## src/rtl/uart_tx_fifo.sv

```systemverilog
// UART transmitter with an input FIFO and a valid/ready push port.
// Bit timing comes from an external one-clk baud tick; frames may run back-to-back.
module uart_tx_fifo #(
  parameter int DATA_BITS  = 8,
  parameter int PARITY_EN  = 0,
  parameter int PARITY_ODD = 0,
  parameter int STOP_BITS  = 1,
  parameter int FIFO_DEPTH = 4
) (
  input  logic                               clk,
  input  logic                               rst_n,
  input  logic                               tick,
  input  logic                               in_valid,
  output logic                               in_ready,
  input  logic [DATA_BITS-1:0]               in_data,
  output logic                               tx,
  output logic                               busy,
  output logic                               tx_done,
  output logic [$clog2(FIFO_DEPTH+1)-1:0]    fifo_count
);

  localparam int PW = $clog2(FIFO_DEPTH);
  localparam int CW = $clog2(FIFO_DEPTH+1);
  localparam int BW = $clog2(DATA_BITS+1);

  localparam logic [CW-1:0] DEPTH_C     = CW'(FIFO_DEPTH);
  localparam logic [BW-1:0] DATA_BITS_C = BW'(DATA_BITS);
  localparam logic [1:0]    STOP_BITS_C = 2'(STOP_BITS);

  typedef enum logic [2:0] {
    S_IDLE,
    S_START,
    S_DATA,
    S_PARITY,
    S_STOP
  } state_e;

  // ---------------------------------------------------------------- FIFO
  logic [DATA_BITS-1:0] mem_q [FIFO_DEPTH];
  logic [PW-1:0]        wr_ptr_q, wr_ptr_d;
  logic [PW-1:0]        rd_ptr_q, rd_ptr_d;
  logic [CW-1:0]        count_q, count_d;
  logic                 push, pop, fifo_nonempty;
  logic [DATA_BITS-1:0] head;

  // Based on the registered count only, so a same-cycle pop never frees a slot early.
  assign in_ready      = (count_q < DEPTH_C);
  assign push          = in_valid && in_ready;
  assign fifo_nonempty = (count_q != '0);
  assign head          = mem_q[rd_ptr_q];

  // NOTE: every variable driven in always_comb gets a default first, so no latch is inferred.
  always_comb begin
    wr_ptr_d = wr_ptr_q;
    rd_ptr_d = rd_ptr_q;
    count_d  = count_q;
    if (push) wr_ptr_d = wr_ptr_q + 1'b1;
    if (pop)  rd_ptr_d = rd_ptr_q + 1'b1;
    case ({push, pop})
      2'b10:   count_d = count_q + 1'b1;
      2'b01:   count_d = count_q - 1'b1;
      default: count_d = count_q;
    endcase
  end

  // NOTE: storage is not reset; the pointers and count alone decide which entries are live.
  always_ff @(posedge clk) begin
    if (push) mem_q[wr_ptr_q] <= in_data;
  end

  // NOTE: sequential state uses non-blocking assignments so all flops update together.
  always_ff @(posedge clk or negedge rst_n) begin
    if (!rst_n) begin
      wr_ptr_q <= '0;
      rd_ptr_q <= '0;
      count_q  <= '0;
    end else begin
      wr_ptr_q <= wr_ptr_d;
      rd_ptr_q <= rd_ptr_d;
      count_q  <= count_d;
    end
  end

  // ---------------------------------------------------------------- TX FSM
  state_e               state_q, state_d;
  logic [DATA_BITS-1:0] shift_q, shift_d;
  logic [BW-1:0]        bit_cnt_q, bit_cnt_d;
  logic [1:0]           stop_cnt_q, stop_cnt_d;
  logic                 par_q, par_d;
  logic                 tx_q, tx_d;
  logic                 busy_q, busy_d;
  logic                 tx_done_q, tx_done_d;
  logic                 data_last, stop_last, head_par;

  assign data_last = (bit_cnt_q >= DATA_BITS_C);
  assign stop_last = (stop_cnt_q >= STOP_BITS_C);
  assign head_par  = (PARITY_ODD != 0) ? ~^head : ^head;

  always_ff @(posedge clk or negedge rst_n) begin
    if (!rst_n) state_q <= S_IDLE;
    else        state_q <= state_d;
  end

  always_comb begin
    state_d = state_q;
    if (tick) begin
      case (state_q)
        S_IDLE:   if (fifo_nonempty) state_d = S_START;
        S_START:  state_d = S_DATA;
        S_DATA:   if (data_last) state_d = (PARITY_EN != 0) ? S_PARITY : S_STOP;
        S_PARITY: state_d = S_STOP;
        S_STOP:   if (stop_last) state_d = fifo_nonempty ? S_START : S_IDLE;
        default:  state_d = S_IDLE;
      endcase
    end
  end

  always_comb begin
    pop        = 1'b0;
    shift_d    = shift_q;
    bit_cnt_d  = bit_cnt_q;
    stop_cnt_d = stop_cnt_q;
    par_d      = par_q;
    tx_d       = tx_q;
    busy_d     = busy_q;
    tx_done_d  = 1'b0;
    if (tick) begin
      case (state_q)
        S_IDLE: begin
          tx_d = 1'b1;
          pop  = fifo_nonempty;
        end
        S_START: begin
          tx_d      = shift_q[0];
          shift_d   = shift_q >> 1;
          bit_cnt_d = BW'(1);
        end
        S_DATA: begin
          if (!data_last) begin
            tx_d      = shift_q[0];
            shift_d   = shift_q >> 1;
            bit_cnt_d = bit_cnt_q + 1'b1;
          end else if (PARITY_EN != 0) begin
            tx_d = par_q;
          end else begin
            tx_d       = 1'b1;
            stop_cnt_d = 2'd1;
          end
        end
        S_PARITY: begin
          tx_d       = 1'b1;
          stop_cnt_d = 2'd1;
        end
        S_STOP: begin
          if (!stop_last) begin
            stop_cnt_d = stop_cnt_q + 1'b1;
          end else begin
            tx_done_d = 1'b1;
            pop       = fifo_nonempty;
            busy_d    = fifo_nonempty;
            tx_d      = 1'b1;
          end
        end
        default: tx_d = 1'b1;
      endcase
    end
    // Loading a word always begins a frame: drive the start bit and latch its parity.
    if (pop) begin
      shift_d = head;
      par_d   = head_par;
      tx_d    = 1'b0;
      busy_d  = 1'b1;
    end
  end

  always_ff @(posedge clk or negedge rst_n) begin
    if (!rst_n) begin
      shift_q    <= '0;
      bit_cnt_q  <= '0;
      stop_cnt_q <= '0;
      par_q      <= 1'b0;
      tx_q       <= 1'b1;
      busy_q     <= 1'b0;
      tx_done_q  <= 1'b0;
    end else begin
      shift_q    <= shift_d;
      bit_cnt_q  <= bit_cnt_d;
      stop_cnt_q <= stop_cnt_d;
      par_q      <= par_d;
      tx_q       <= tx_d;
      busy_q     <= busy_d;
      tx_done_q  <= tx_done_d;
    end
  end

  assign tx         = tx_q;
  assign busy       = busy_q;
  assign tx_done    = tx_done_q;
  assign fifo_count = count_q;

endmodule

```

## config.mk

```make
export PLATFORM = sky130hd
export DESIGN_NAME = uart_tx_fifo
export DESIGN_NICKNAME = d
export VERILOG_FILES = /design/src/rtl/uart_tx_fifo.sv
export SDC_FILE = /design/constraint.sdc
export NUM_CORES = 1
export LEC_CHECK = 0
export CORE_ASPECT_RATIO = 2
export CORE_MARGIN = 5
export CORE_UTILIZATION = 39
export DETAILED_ROUTE_END_ITERATION = 8
export GPL_ROUTABILITY_DRIVEN = 0
export PLACE_DENSITY = 0.64
export SYNTH_ARGS = -nofsm -noshare
export SYNTH_HDL_FRONTEND = slang
export SYNTH_SLANG_ARGS = --single-unit
```

## constraint.sdc

```tcl
create_clock -name clk -period 4.98 [get_ports clk]
set_input_delay 0.747 -clock clk [delete_from_list [all_inputs] [get_ports clk]]
set_output_delay 0.747 -clock clk [all_outputs]
set_load 0.02 [all_outputs]
```

Yosys cells after proc, flatten, opt, wreduce, memory -nomap -nowiden:

Memories as Yosys holds them, arrays and structs flattened.
Cells that the tools add are included.
W data, S select, Z words.

* word-level logic and storage cells: 81
* RAM bits: 32
* memories kept: 1
* bits in registers: 27
* output and inout port bits: 7
* bits of input ports: 12

Memory list
* mem_q: depth 4, width 8, rd ports 1, clocked after Yosys merged registers in 0, wr ports 1, line 39 `logic [DATA_BITS-1:0] mem_q [FIFO_DEPTH];`

* add/subtract/negate cells: 6
* equality and inequality tests: 13
* order comparisons: 3
* muxes and demuxes: 32
* reductions and logical operators: 16

Operator list (count)
* $mux W8: 3
* $mux W1: 16
* $pmux W8 S2: 1
* $pmux W3 S5: 1
* $ne A2 B2 Y1 const B: 5
* $reduce_bool A2 Y1: 5
* $mux W3: 3
* $reduce_and A3 Y1: 3
* $reduce_bool A3 Y1: 3
* $pmux W4 S2: 1
* $reduce_and A4 Y1: 2
* $add A2 B1 Y2 const B: 3
* $eq A3 B2 Y1 const B: 2
* $ne A3 B3 Y1 const B: 2
* $pmux W2 S3: 1
* $pmux W3 S2: 1
* $add A4 B1 Y4 const B: 1
* $ge A4 B4 Y1 const B: 1
* $mux W2: 2
* $mux W4: 1
* $add A3 B1 Y3 const B: 1
* $eq A3 B1 Y1 const B: 1
* $eq A3 B3 Y1 const B: 1
* $logic_not A3 Y1: 1
* 9 further kinds: 9

Logic depth before layout (Yosys ltp):

Gate-level depths: netlist (run 1).

* depth in word-level cells: 6
* depth in mapped cells: 11
* mapped depth without buffers: 10

Worst setup path before layout (run 1):

OpenSTA, ideal clock, no wires.

* kind: flip-flop to flip-flop
* start point: register state_q[0]
* end point: register count_q[2] (netlist: fifo_count[2])
* period minus slack after synthesis: 2.149 ns
* stages on the path, launching flop included: 11
* path buffers: 2
* library setup time: 0.080 ns
* required time: 4.900 ns
* slack: 2.831 ns
* data arrival time: 2.069 ns
* cells stage by stage: dfrtp_1 > buf_2 > nor2_2 > and4_4 > buf_6 > ha_1 > inv_1 > fa_1 > xor2_1 > nor2_1 > xnor2_1

* longest elaborated chain between the ends: 5
* elaborated cells between the ends (all ways): 8
* classes of those cells: 3 x eq/ne; 3 x mux; 2 x reduce/logical

Ends and longest elaborated chain
* from (decl): line 85 `state_e state_q, state_d;`
* from (signal assigned): line 101 `else state_q <= state_d;`
* $eq A3 B3 Y1 or $logic_not A3 Y1 (tied branches): line 128 `case (state_q)`
* $pmux W1 S2 (*): line 128
* $mux W1 (*): line 127 `if (tick) begin`
* via pop: line 43 `logic push, pop, fifo_nonempty;`
* $eq A2 B1 Y1 or $eq A2 B2 Y1 (tied branches): line 59 `case ({push, pop})`
* $pmux W3 S2 or $reduce_bool A2 Y1 (tied branches)
* to (signal assigned): line 80 `count_q <= count_d;`
* to (decl): line 42 `logic [CW-1:0] count_q, count_d;`

Mark *: on every way through the listed nets, which the timed path passes. The rest lies on a longest branch.
A chain may end at the register's enable or synchronous reset.

Final worst setup path (run 1):

* start point: input port tick
* end point: register count_q[2] (netlist: fifo_count[2])

* longest elaborated chain between the ends: 3
* elaborated cells between the ends (all ways): 5
* classes of those cells: 2 x eq/ne; 2 x mux; 1 x reduce/logical

Ends and longest elaborated chain
* from (decl): line 12 `input logic tick,`
* $mux W1 (*): line 127
* $eq A2 B1 Y1 or $eq A2 B2 Y1 (tied branches): line 59
* $pmux W3 S2 or $reduce_bool A2 Y1 (tied branches)

Mark *: on every way between the ends. The rest lies on a longest branch, timed or not.

==> impl_metrics.tcl, run 1 <==
set metrics [dict create \
    worstSetupStartpoint "tick" \
    outcome "completed" \
    insertion_delay_ns 0.32 \
    cts_root_buf "clkbuf_16" \
    clk_pin_slew_ns 0.05 \
    postRouteWirelength_um 4380 \
    hp-start "shift_q[6]" \
    yosysTopAreaCell "edfxtp_1" \
    die_w_um 67.4 \
    viasPerCell 4.95 \
    cts_sinks 59 \
    yosysSeqAreaShare 0.637 \
    clkPwrFrac 0.309 \
    ys_seq_elements 59 \
    ir_worst_vdd_v 0.000342 \
    cts-htree-levels 3 \
    grt-ovfl-total 0 \
    numPortBuffers 18 \
    synth_ff_type "edfxtp_1" \
    grt_usage 0.118 \
    synth.avg_cell_area_um2 14.5 \
    ant_nets 0 \
    synth_common_cells "32 x edfxtp_1, 26 x dfrtp_1, 14 x inv_1" \
    hp-class "reg2reg" \
    cp_data_required_time_ns 5.23 \
    grt_setup_unrepaired "false" \
    vias 1445 \
    hpwlAfterDp_um 3040 \
    drc 0 \
    grt_pass1_wl_um 7430 \
    slew_headroom 0.581 \
    swShare 0.320 \
    syn2layout_area_growth_pct 21.7 \
    synth_fp_nets 198 \
    drv_cap 0 \
    leakage_nw 1.25 \
    layout-drive-gt1-share 0.162 \
    num_rows 42 \
    path_max_fanout 13 \
    worst_setup_path_end_kind "flip-flop" \
    power.switching_uw 629 \
    cp-start-kind "primary input" \
    seqPwrFrac 0.403 \
    wl_met1_um 1880 \
    maxSlewViolCount 0 \
    grt_max_degree 28 \
    fin_crit_sh 0.528 \
    postCtsResizedCells 0 \
    wl_met2_um 2240 \
    first_global_vias 1524 \
    yosysTopAreaCellShare 0.374 \
    antenna_found_initial 0 \
    initial_core_util 0.395 \
    worst_ep_arrival_time_ns 2.88 \
    synth_cell_type_count 41 \
    fmax_ghz 0.380 \
    min_path_cells 1 \
    combPwrFrac 0.288 \
    wire_per_inst_um 15.0 \
    first_pass_iters 4 \
    syn-cell-area_um2 2570 \
    nets 220 \
    worst-slew-pin-transition_ns 0.628 \
    fp.dieH_um 125 \
    cts_max_path_buffers 2 \
    highest_layer "met4" \
    r2r.worst_path.cells 8 \
    internal_power_mw 1.33 \
    final_hold_viol_count 0 \
    setup_viol 0 \
    num_io_pins 19 \
    crit_type "in2reg" \
    cts_tree "built" \
    synth_area_leaders "edfxtp_1 37%, dfrtp_1 25%, mux4_2 7.0%, ha_1 3.9%, a22o_1 2.7%" \
    n_antenna_cell 0 \
    numCtsBuffers 9 \
    post-route-min-period_ns 2.63 \
    met3_length_um 186 \
    post_cts_buffers 0 \
    fin_util 0.480 \
    drt_iter0_markers 117 \
    fin_worst_skew_ns 0.00339 \
    yosysWarnings 0 \
    r2r-start "state_q[0]" \
    p_per_area_nw_per_um2 627 \
    synth_most_common_cell "edfxtp_1" \
    dieArea_um2 8420 \
    coreArea_um2 6520 \
    setup_tns_ns 0 \
    synth_edf_count 32 \
    synth_cells 177 \
    async_reset_ff_frac 0.458 \
    holdBufCountCts 0 \
]
[stage by stage]
stage | area (µm²) | setup slack [ns] | power (mW) | std cells | hold WS, ns
6_report | 3130 | 2.35 | 1.96 | 292 | 0.484
3_3_place_gp | 2830 | 2.05 | 1.35 | 276 | 0.459
3_5_place_dp | 2830 | 2.02 | 1.38 | 276 | 0.470
4_1_cts | 3130 | 2.34 | 1.99 | 292 | 0.482
5_1_grt | 3130 | 2.24 | 2.09 | 292 | 0.498
2_1_floorplan | 2570 | 2.83 | 1.20 | 177 | 0.450
[path summary, 6_finish.rpt]
| kind | slack (ns) | to |
|---|---|---|
| min in group asynchronous | 0.80 | bit_cnt_q[3] |
| worst min-delay path | 0.48 | shift_q[6] |
| worst min register to register | 0.48 | shift_q[6] |
| max in group asynchronous | 3.87 | tx |
| worst max-delay path | 2.35 | fifo_count[2] |
| worst max register to register | 2.70 | fifo_count[2] |
[sequential cells by signal, indices dropped and copies added, names as in the netlist, 2 cells and up]
register	count
stop_cnt_q	2
shift_q	8
wr_ptr_q	2
state_q	3
mem_q	32
rd_ptr_q	2
bit_cnt_q	4
fifo_count	3
[layer usage]
| metal | vias up | global-route usage |
|---|---|---|
| li1 | 694 | - |
| met4 | 0 | 0.0467 |
| met1 | 716 | 0.150 |
| met3 | 8 | 0.0424 |
| met2 | 27 | 0.181 |
| met5 | - | 0 |
[critical path, stage by stage]
cell	delay [ns]
clkdlybuf4s50_1	0.70
and4_4	0.41
ha_1	0.21
inv_1	0.06
fa_1	0.37
xor2_1	0.15
nor2_1	0.11
xnor2_1	0.12
[power by group through the flow]
stage,sequential [mW],combinational [mW],clock [mW]
floorplan,0.748,0.457,0
global placement,0.796,0.554,0
detailed placement,0.805,0.572,0
CTS,0.798,0.576,0.619
global route,0.817,0.626,0.643
finish,0.791,0.565,0.606
[layout make-up]
cell class | instances | area, µm²
sequential | 59 | 1640
clock inverter | 7 | 77.6
tap | 88 | 110
clock buffer | 9 | 225
inverter | 14 | 52.6
timing repair buffer | 19 | 188
fill | 605 | 3390
multi-input combinational | 96 | 840
[kinds of logic after synthesis]
family / Yosys count / share of synthesized area
compound gates: 32 / 0.0895
fa+ha+maj: 9 / 0.0467
buf+inv: 22 / 0.0370
mux: 11 / 0.0822
xor+xnor: 7 / 0.0238
flops: 59 / 0.637
simple gates: 37 / 0.0841
[layout by cell type (no fill, tap or decap), drive strengths merged, types with 2 or more instances in the layout]
cell type and n:
and4 2, nand3 6, o21ai 4, nor2 7
clkdlybuf4s50 18, edfxtp 32, inv 15, ha 8
clkbuf 9, nand2 7, a21o 7, mux2i 2
nor2b 4, clkinv 4, a22o 8, mux4 8
nor3 2, xnor2 4, a21oi 5, o21a 2
and2 4, xor2 3, dfrtp 26
Note: power is estimated with default switching activity, not from simulation.
==> run 2, diff against run 1 <==
- PLACE_DENSITY: 0.64 -> 0.66
- clock period: 4.98 -> 2.4 ns (I/O delays scaled with it)
==> impl_metrics.tcl, run 2 (synthesis results as in run 1) <==
set metrics [dict create \
    outcome "completed" \
    num_io_pins 19 \
    worst-slew-pin-transition_ns 0.563 \
    cp_num_buf_inv 2 \
    coreArea_um2 6520 \
    grt-ovfl-total 0 \
    largest_reg_flops 32 \
    hp-class "in2async" \
    cp_data_required_time_ns 2.65 \
    worst_setup_path_end_kind "flip-flop" \
    first_global_vias 1527 \
    clkPwrFrac 0.307 \
    vias 1468 \
    cp_slowest_cell "fa_1" \
    grt_usage 0.122 \
    post-route-min-period_ns 2.11 \
    numCtsBuffers 9 \
    leakage_nw 1.28 \
    cts_max_path_buffers 2 \
    drt_iter0_markers 77 \
    layout_common_cells "32 x edfxtp_1, 26 x dfrtp_1, 18 x clkdlybuf4s50_1, 14 x inv_1, 10 x clkbuf_16" \
    nets 224 \
    grt_setup_unrepaired "false" \
    cpPeakStageDelay_ns 0.37 \
    fin_worst_skew_ns 0.00874 \
    top_register "mem_q" \
    fp.dieH_um 125 \
    hpwlAfterDp_um 3060 \
    path_max_fanout 5 \
    fin_cells 296 \
    layout-drive-gt1-share 0.178 \
    crit_chain "inv_1 > ha_1 > nand2_1 > and4_4 > ha_1 > inv_1 > fa_1 > xor2_1 > nor2_1 > xnor2_1" \
    n_antenna_cell 0 \
    insertion_delay_ns 0.33 \
    power.switching_mw 1.26 \
    p_per_area_nw_per_um2 1290 \
    die_w_um 67.4 \
    postCtsResizedCells 0 \
    syn2layout_area_growth_pct 23.1 \
    n_fill_cell 581 \
    cts-htree-levels 3 \
    clk_pin_slew_ns 0.05 \
    cts_sinks 59 \
    cts_tree "built" \
    cts_root_buf "clkbuf_16" \
    drc 0 \
    crit_type "reg2reg" \
    ant_nets 0 \
    seqPwrFrac 0.399 \
    internal_power_mw 2.83 \
    combPwrFrac 0.294 \
    critical-path-top-delay-family "adder cells" \
    initial_core_util 0.395 \
    postRouteWirelength_um 4360 \
    maxSlewViolCount 0 \
    setup_tns_ns 0 \
    final_hold_viol_count 0 \
    dp_cells 280 \
    post_cts_buffers 0 \
    largestRegisters "mem_q x32, shift_q x8, bit_cnt_q x4" \
    grt_max_degree 28 \
    fmax_ghz 0.474 \
    numPortBuffers 18 \
    cp-start-kind "flip-flop" \
    grt_pass1_wl_um 7270 \
    viasPerCell 4.96 \
    antenna_found_initial 0 \
    slew_headroom 0.625 \
    holdBufCountCts 0 \
    num_rows 42 \
    dieArea_um2 8420 \
    swShare 0.308 \
    drv_cap 0 \
    fin_crit_sh 0.880 \
    setup_viol 0 \
    worst_ep_arrival_time_ns 2.36 \
    ir_worst_vdd_v 0.000568 \
    wire_per_inst_um 14.7 \
    first_pass_iters 4 \
    layout_commonest_cell "edfxtp_1" \
]
-- run 2: power by group through the flow --
stage	Clock [mW]	Sequential, mW	Combinational [mW]
after floorplan	0	1.55	0.948
after global placement	0	1.64	1.18
after detailed placement	0	1.66	1.23
after CTS	1.28	1.64	1.23
after global routing	1.34	1.68	1.33
final	1.26	1.63	1.20
-- run 2: area by class of cell --
| type | instances | area [µm²] | area share |
|---|---|---|---|
| Multi-Input combinational cell | 96 | 840 | 0.265 |
| Clock buffer | 13 | 292 | 0.0921 |
| Clock inverter | 3 | 16.3 | 0.00514 |
| Sequential cell | 59 | 1640 | 0.517 |
| Inverter | 14 | 52.6 | 0.0166 |
| Tap cell | 88 | 110 | 0.0348 |
| Timing Repair Buffer | 23 | 218 | 0.0688 |
-- run 2: worst paths after layout --
kind,start,end,slack (ns),depth (start not counted)
max,stop_cnt_q[0],fifo_count[2],0.29,10
min,rst_n,fifo_count[1],0.40,2
max reg2reg,stop_cnt_q[0],fifo_count[2],0.29,10
min reg2reg,shift_q[6],shift_q[6],0.48,1
max in group asynchronous,rst_n,tx,1.69,2
min in group clk,shift_q[6],shift_q[6],0.48,1
-- run 2: layer usage --
layer | track usage | vias up | wire length [µm]
met2 | 0.201 | 21 | 2390
met1 | 0.123 | 736 | 1670
met3 | 0.0442 | 12 | 178
li1 | - | 699 | -
met5 | 0 | - | 0
met4 | 0.0789 | 0 | 133
-- run 2: metrics by stage --
stage | hold slack, ns | util | setup slack (ns) | total power, mW | area (µm²)
final | 0.403 | 0.486 | 0.289 | 4.09 | 3170
after global routing | 0.441 | 0.486 | 0.161 | 4.35 | 3170
after CTS | 0.406 | 0.486 | 0.286 | 4.16 | 3170
after detailed placement | 0.467 | 0.439 | 0.234 | 2.89 | 2860
after global placement | 0.460 | 0.439 | 0.276 | 2.82 | 2860
after floorplan | 0.0644 | - | 0.251 | 2.50 | 2570
